`src/rtl/pong_pkg.sv`:
```
// rtl/pong_pkg.sv - shared encodings and defaults for the Pong match controller
package pong_pkg;

    typedef enum logic [2:0] {
        ST_IDLE      = 3'd0,
        ST_SERVE     = 3'd1,
        ST_PLAY      = 3'd2,
        ST_POINT     = 3'd3,
        ST_GAME_OVER = 3'd4
    } state_e;

    localparam logic [1:0] WIN_NONE = 2'b00;
    localparam logic [1:0] WIN_P1   = 2'b01;
    localparam logic [1:0] WIN_P2   = 2'b10;

    localparam logic [1:0] PAD_NONE    = 2'b00;
    localparam logic [1:0] PAD_P1      = 2'b01;
    localparam logic [1:0] PAD_P2      = 2'b10;
    localparam logic [1:0] PAD_ILLEGAL = 2'b11;

    // Half of the ball engine's 360-row field.
    localparam int DEFAULT_MID_Y = 180;

endpackage

```
`src/rtl/pong_hold_timer.sv`:
```
// rtl/pong_hold_timer.sv - loadable down-counter shared by the serve and point holds
module pong_hold_timer #(
    parameter int WIDTH = 2
) (
    input  logic             bclk,
    input  logic             reset,
    input  logic             load_i,
    input  logic [WIDTH-1:0] load_val_i,
    input  logic             en_i,
    output logic             zero_o
);

    logic [WIDTH-1:0] count_q;

    always_ff @(posedge bclk) begin
        if (reset) begin
            count_q <= '0;
        end else if (load_i) begin
            count_q <= load_val_i;
        end else if (en_i && (count_q != '0)) begin
            count_q <= count_q - 1'b1;
        end
    end

    assign zero_o = (count_q == '0);

endmodule

```
`src/rtl/pong_game_ctrl.sv`:
```
// rtl/pong_game_ctrl.sv - match sequencer: serve, rally, point hold, scoring, match end
module pong_game_ctrl
    import pong_pkg::*;
#(
    parameter int WIN_SCORE         = 7,
    parameter int SERVE_CYCLES      = 60,
    parameter int POINT_HOLD_CYCLES = 120,
    parameter int MID_Y             = DEFAULT_MID_Y
) (
    input  logic       bclk,
    input  logic       reset,
    input  logic       start,
    input  logic       game_end,
    input  logic [1:0] paddle_hit,
    input  logic [9:0] ball_y,
    output logic       ball_reset,
    output logic [3:0] score1,
    output logic [3:0] score2,
    output logic [7:0] rally,
    output logic [1:0] winner,
    output logic       point_sound,
    output logic [2:0] state
);

    localparam int HOLD_MAX = (SERVE_CYCLES > POINT_HOLD_CYCLES) ? SERVE_CYCLES : POINT_HOLD_CYCLES;
    localparam int TW       = (HOLD_MAX > 1) ? $clog2(HOLD_MAX) : 1;

    localparam logic [TW-1:0] SERVE_LOAD = TW'(SERVE_CYCLES - 1);
    localparam logic [TW-1:0] POINT_LOAD = TW'(POINT_HOLD_CYCLES - 1);
    localparam logic [3:0]    WIN_V      = 4'(WIN_SCORE);
    localparam logic [9:0]    MID_Y_V    = 10'(MID_Y);

    state_e     state_q, state_d;
    logic       start_q;
    logic       ball_reset_q;
    logic [3:0] score1_q, score1_d;
    logic [3:0] score2_q, score2_d;
    logic [7:0] rally_q, rally_d;
    logic [1:0] winner_q, winner_d;
    logic       point_sound_q, point_sound_d;

    logic          start_rise;
    logic          tmr_load;
    logic [TW-1:0] tmr_load_val;
    logic          tmr_en;
    logic          tmr_zero;

    assign start_rise = start & ~start_q;

    pong_hold_timer #(.WIDTH(TW)) u_hold_timer (
        .bclk       (bclk),
        .reset      (reset),
        .load_i     (tmr_load),
        .load_val_i (tmr_load_val),
        .en_i       (tmr_en),
        .zero_o     (tmr_zero)
    );

    always_comb begin
        state_d       = state_q;
        score1_d      = score1_q;
        score2_d      = score2_q;
        rally_d       = rally_q;
        winner_d      = winner_q;
        point_sound_d = 1'b0;
        tmr_load      = 1'b0;
        tmr_load_val  = SERVE_LOAD;
        tmr_en        = 1'b0;

        case (state_q)
            ST_IDLE, ST_GAME_OVER: begin
                if (start_rise) begin
                    score1_d = '0;
                    score2_d = '0;
                    rally_d  = '0;
                    winner_d = WIN_NONE;
                    tmr_load = 1'b1;
                    state_d  = ST_SERVE;
                end
            end
            ST_SERVE: begin
                if (tmr_zero) state_d = ST_PLAY;
                else          tmr_en  = 1'b1;
            end
            ST_PLAY: begin
                // A miss outranks a same-cycle return: the point ends the rally.
                if (game_end) begin
                    point_sound_d = 1'b1;
                    if (ball_y < MID_Y_V) begin
                        score2_d = score2_q + 4'd1;
                        if (score2_d == WIN_V) winner_d = WIN_P2;
                    end else begin
                        score1_d = score1_q + 4'd1;
                        if (score1_d == WIN_V) winner_d = WIN_P1;
                    end
                    if (winner_d != WIN_NONE) begin
                        state_d = ST_GAME_OVER;
                    end else begin
                        tmr_load     = 1'b1;
                        tmr_load_val = POINT_LOAD;
                        state_d      = ST_POINT;
                    end
                end else if ((paddle_hit == PAD_P1) || (paddle_hit == PAD_P2)) begin
                    if (rally_q != 8'hFF) rally_d = rally_q + 8'd1;
                end
            end
            ST_POINT: begin
                if (tmr_zero) begin
                    rally_d  = '0;
                    tmr_load = 1'b1;
                    state_d  = ST_SERVE;
                end else begin
                    tmr_en = 1'b1;
                end
            end
            default: state_d = ST_IDLE;
        endcase
    end

    always_ff @(posedge bclk) begin
        if (reset) begin
            state_q       <= ST_IDLE;
            start_q       <= 1'b0;
            ball_reset_q  <= 1'b1;
            score1_q      <= '0;
            score2_q      <= '0;
            rally_q       <= '0;
            winner_q      <= WIN_NONE;
            point_sound_q <= 1'b0;
        end else begin
            state_q       <= state_d;
            start_q       <= start;
            ball_reset_q  <= (state_d != ST_PLAY);
            score1_q      <= score1_d;
            score2_q      <= score2_d;
            rally_q       <= rally_d;
            winner_q      <= winner_d;
            point_sound_q <= point_sound_d;
        end
    end

    assign ball_reset  = ball_reset_q;
    assign score1      = score1_q;
    assign score2      = score2_q;
    assign rally       = rally_q;
    assign winner      = winner_q;
    assign point_sound = point_sound_q;
    assign state       = state_q;

endmodule
```
`config.mk`:
```
export PLATFORM = sky130hd
export DESIGN_NAME = pong_game_ctrl
export DESIGN_NICKNAME = d
export VERILOG_FILES = /design/src/rtl/pong_pkg.sv /design/src/rtl/pong_hold_timer.sv /design/src/rtl/pong_game_ctrl.sv
export SDC_FILE = /design/constraint.sdc
export NUM_CORES = 1
export LEC_CHECK = 0
export BUFFER_PORTS_ARGS = -buffer_cell sky130_fd_sc_hd__buf_2
export CAP_MARGIN = 30
export CORE_MARGIN = 1.5
export CORE_UTILIZATION = 57
export CTS_CLUSTER_DIAMETER = 80
export DETAILED_ROUTE_END_ITERATION = 10
export GPL_TIMING_DRIVEN = 0
export PLACE_DENSITY = 0.95
export SYNTH_ARGS = -nofsm -noshare
export SYNTH_HDL_FRONTEND = slang
export SYNTH_SLANG_ARGS = --single-unit
```
`constraint.sdc`:
```
create_clock -name bclk -period 3.6 [get_ports bclk]
set_input_delay 0 -clock bclk [delete_from_list [all_inputs] [get_ports bclk]]
set_output_delay 0 -clock bclk [all_outputs]
set_load 0.02 [all_outputs]
```
==> reports/results.txt <==
Status -> finished with violations
Failing checks -> DRC
Top cell type's share of synthesized area -> 0.3639
Fmax achieved -> 0.3604 GHz
Worst Hold Class -> in -> reg
Vias per cell -> 6.314
Vias -> 1,749
Final antenna diode count -> 0
Max clock buf depth -> 2
Primary FF master, synth -> dfxtp_1
Die ar. -> 3329 µm²
Clock buffer count from CTS -> 5
Site Rows -> 19
Top cells by area, synth -> dfxtp_1, a21oi_1, ha_1
Yosys reg bits -> 31
Sequential element share of the synthesized area -> 0.3639
Worst EP arrival -> 2960 ps
Die Ht -> 57.70 µm
Final period utilization -> 0.7709
Final wirelength -> 4.008 mm
IO Pins -> 39
Number of max-cap violations -> 0
Peak supply drop -> 0.0003828 V
Critical-path cell list -> inv_1 > ha_1 > or4b_4 > o31a_4 > a221o_1 > clkbuf_1 > o21bai_2 > a211oi_1
Worst-margin pin slew -> 699.1 ps
Static Leakage -> 0.8034 nW
First-pass DRT Iterations -> 8
Pins over their slew limit -> 0
Final hold violation count -> 0
Clock H-tree levels -> 2
Fin cells -> 277
CTS clock-pin slew for the worst setup and hold paths -> 90 ps
Critical Path RT -> 3790 ps
Final routed DRC violation total -> 8
CP endpoint kind -> flip-flop
Die X -> 57.70 µm
Worst-skew pair later-pin latency -> 340 ps
Setup WS pre-CTS -> 849.2 ps
Setup TNS -> 0 ps
Starting density of the core -> 0.6079
Slack of the critical path -> 824.9 ps
Avg WL per Cell -> 14.47 µm
Pin count of the biggest net entering global routing -> 11
Tmin final -> 2775 ps
IO Port Bufs -> 36
Area growth, synth to finish -> 17.31%
Worst setup path category -> reg -> reg
Placed Instances -> 268
Vias in the first global route -> 1,511
Antenna violations before repair -> 0
RSZ-0062 raised after global routing -> no
Syn Nets -> 224
Synth area leader -> dfxtp_1
Syn Area/Cell -> 8.485 µm²
First-pass GRT wire length -> 6.630 mm
Final nets -> 269
Post-Syn Area -> 1705 µm²
Remaining antenna violation count -> 0
Power Density -> 517.8 nW/µm²
Buf/Inv on CP -> 2
Total GRT Usage -> 0.2589
Synth unique cells -> 47
Gpl congestion -> 0.8504
Kind of cell adding the most delay to the critical path -> compound AO/OA/AOI/OAI gates
Core Region -> 2805 µm²
Post-DP Area -> 1924 µm²
Gr ovfl total -> 0
TritonCTS clock tree -> yes
Worst path max stage delay -> 490 ps
Yosys warning count -> 0
Most common cell after layout, fill and taps aside -> buf_2
Most frequent cells in the layout -> buf_2, dfxtp_1, a21oi_1
Hold Slack -> 116.7 ps
Type of origin of the critical path -> flip-flop
Final Cell Area -> 2001 µm²
Clock Skews -> 9.398 ps
Worst-path fanout max -> 10
EDFF count, synth -> 0
CTS root buffer -> clkbuf_4
Async SR Flop Fraction -> 0
Mapped Cells -> 201
Dpl hpwl -> 2.903 mm
Share of cells above drive strength 1 -> 0.2073
Critical-path top delay cell -> or4b_4
# setup viols final -> 0
CTS Sinks -> 31
DR iter-0 viols -> 116
Relative max-transition margin -> 0.5340
[metal layers]
metal,part of all wire,vias to the layer above,global-route usage,wire length (µm)
met1,0.43,816,0.3399,1728
met2,0.48,73,0.4010,1910
li1,-,851,-,-
met3,0.075,9,0.04911,302
met4,0.017,0,0.1429,67
met5,0,-,0,0
[through the flow]
step / utilization / power [mW]
final: 0.7132 / 1.036
after global routing: 0.7132 / 1.101
after CTS: 0.7132 / 1.032
after detailed placement: 0.6860 / 0.8231
after global placement: 0.6860 / 0.8022
after floorplan: - / 0.7195
[worst min-delay path, stage by stage]
cell	delay, ps
buf_2	100
a31oi_1	100
o21ai_0	160
a21oi_1	60
[final timing paths]
path         slack (ps)                                   end  cells after the start                                  from
max reg2reg         820  u_hold_timer.count_q[6]$_SDFFE_PP0P_                      8  u_hold_timer.count_q[0]$_SDFFE_PP0P_
max                 820  u_hold_timer.count_q[6]$_SDFFE_PP0P_                      8  u_hold_timer.count_q[0]$_SDFFE_PP0P_
min                 120                score1[2]$_SDFFE_PP0P_                      4                              game_end
min reg2reg         500                 rally[4]$_SDFFE_PP0P_                      2                 rally[4]$_SDFFE_PP0P_
[timing repair]
item,4_1_cts,5_1_grt
hold endpoints to repair,2,0
setup buffers,0,0
hold buffers,2,0
gates resized for setup,0,0
[Yosys cell counts, drive strengths merged (4+ instances only)]
cell type / number
dfxtp: 31
a21oi: 21
nor2: 15
inv: 9
nand2: 9
nand2b: 9
a31oi: 8
o21ai: 8
ha: 7
or4: 7
nand3: 6
a211oi: 5
clkbuf: 5
nor2b: 5
o31ai: 5
or3: 5
and3: 4
[kinds of logic (layout without fill, tap and decap cells)]
group	count (synthesis)	count (layout)	synth area share
adders and majority gates	7	7	0.05135
AOI/OAI and AO/OA	63	63	0.2443
xor gates and xnor gates	4	4	0.02055
buffers and inverters	14	59	0.03081
muxes	2	2	0.01247
DFF	31	31	0.3639
and+or+nand+nor	80	80	0.2766
[registers in the layout (all words and copies together) (netlist names)]
signal / cells
state: 3
score2: 4
start_q: 1
u_hold_timer.count_q: 7
score1: 4
winner: 2
point_sound: 1
ball_reset: 1
rally: 8
[area by class of cell]
| type | instances | area, µm² |
|---|---|---|
| Multi-Input combinational cell | 156 | 1032 |
| Fill cell | 223 | 804.5 |
| Sequential cell | 31 | 620.6 |
| Timing Repair Buffer | 38 | 200.2 |
| Clock buffer | 6 | 51.30 |
| Tap cell | 31 | 38.79 |
| Inverter | 9 | 33.78 |
| Buffer | 5 | 18.77 |
| Clock inverter | 1 | 5.005 |
[report_power, final]
part           internal, mW  leakage, nW  switching, mW
logic                 0.148        0.517          0.226
clock network        0.0903       0.0341          0.124
registers             0.390        0.252         0.0584
total                 0.628        0.803          0.408
No activity file was read; power rests on OpenSTA's default activity.
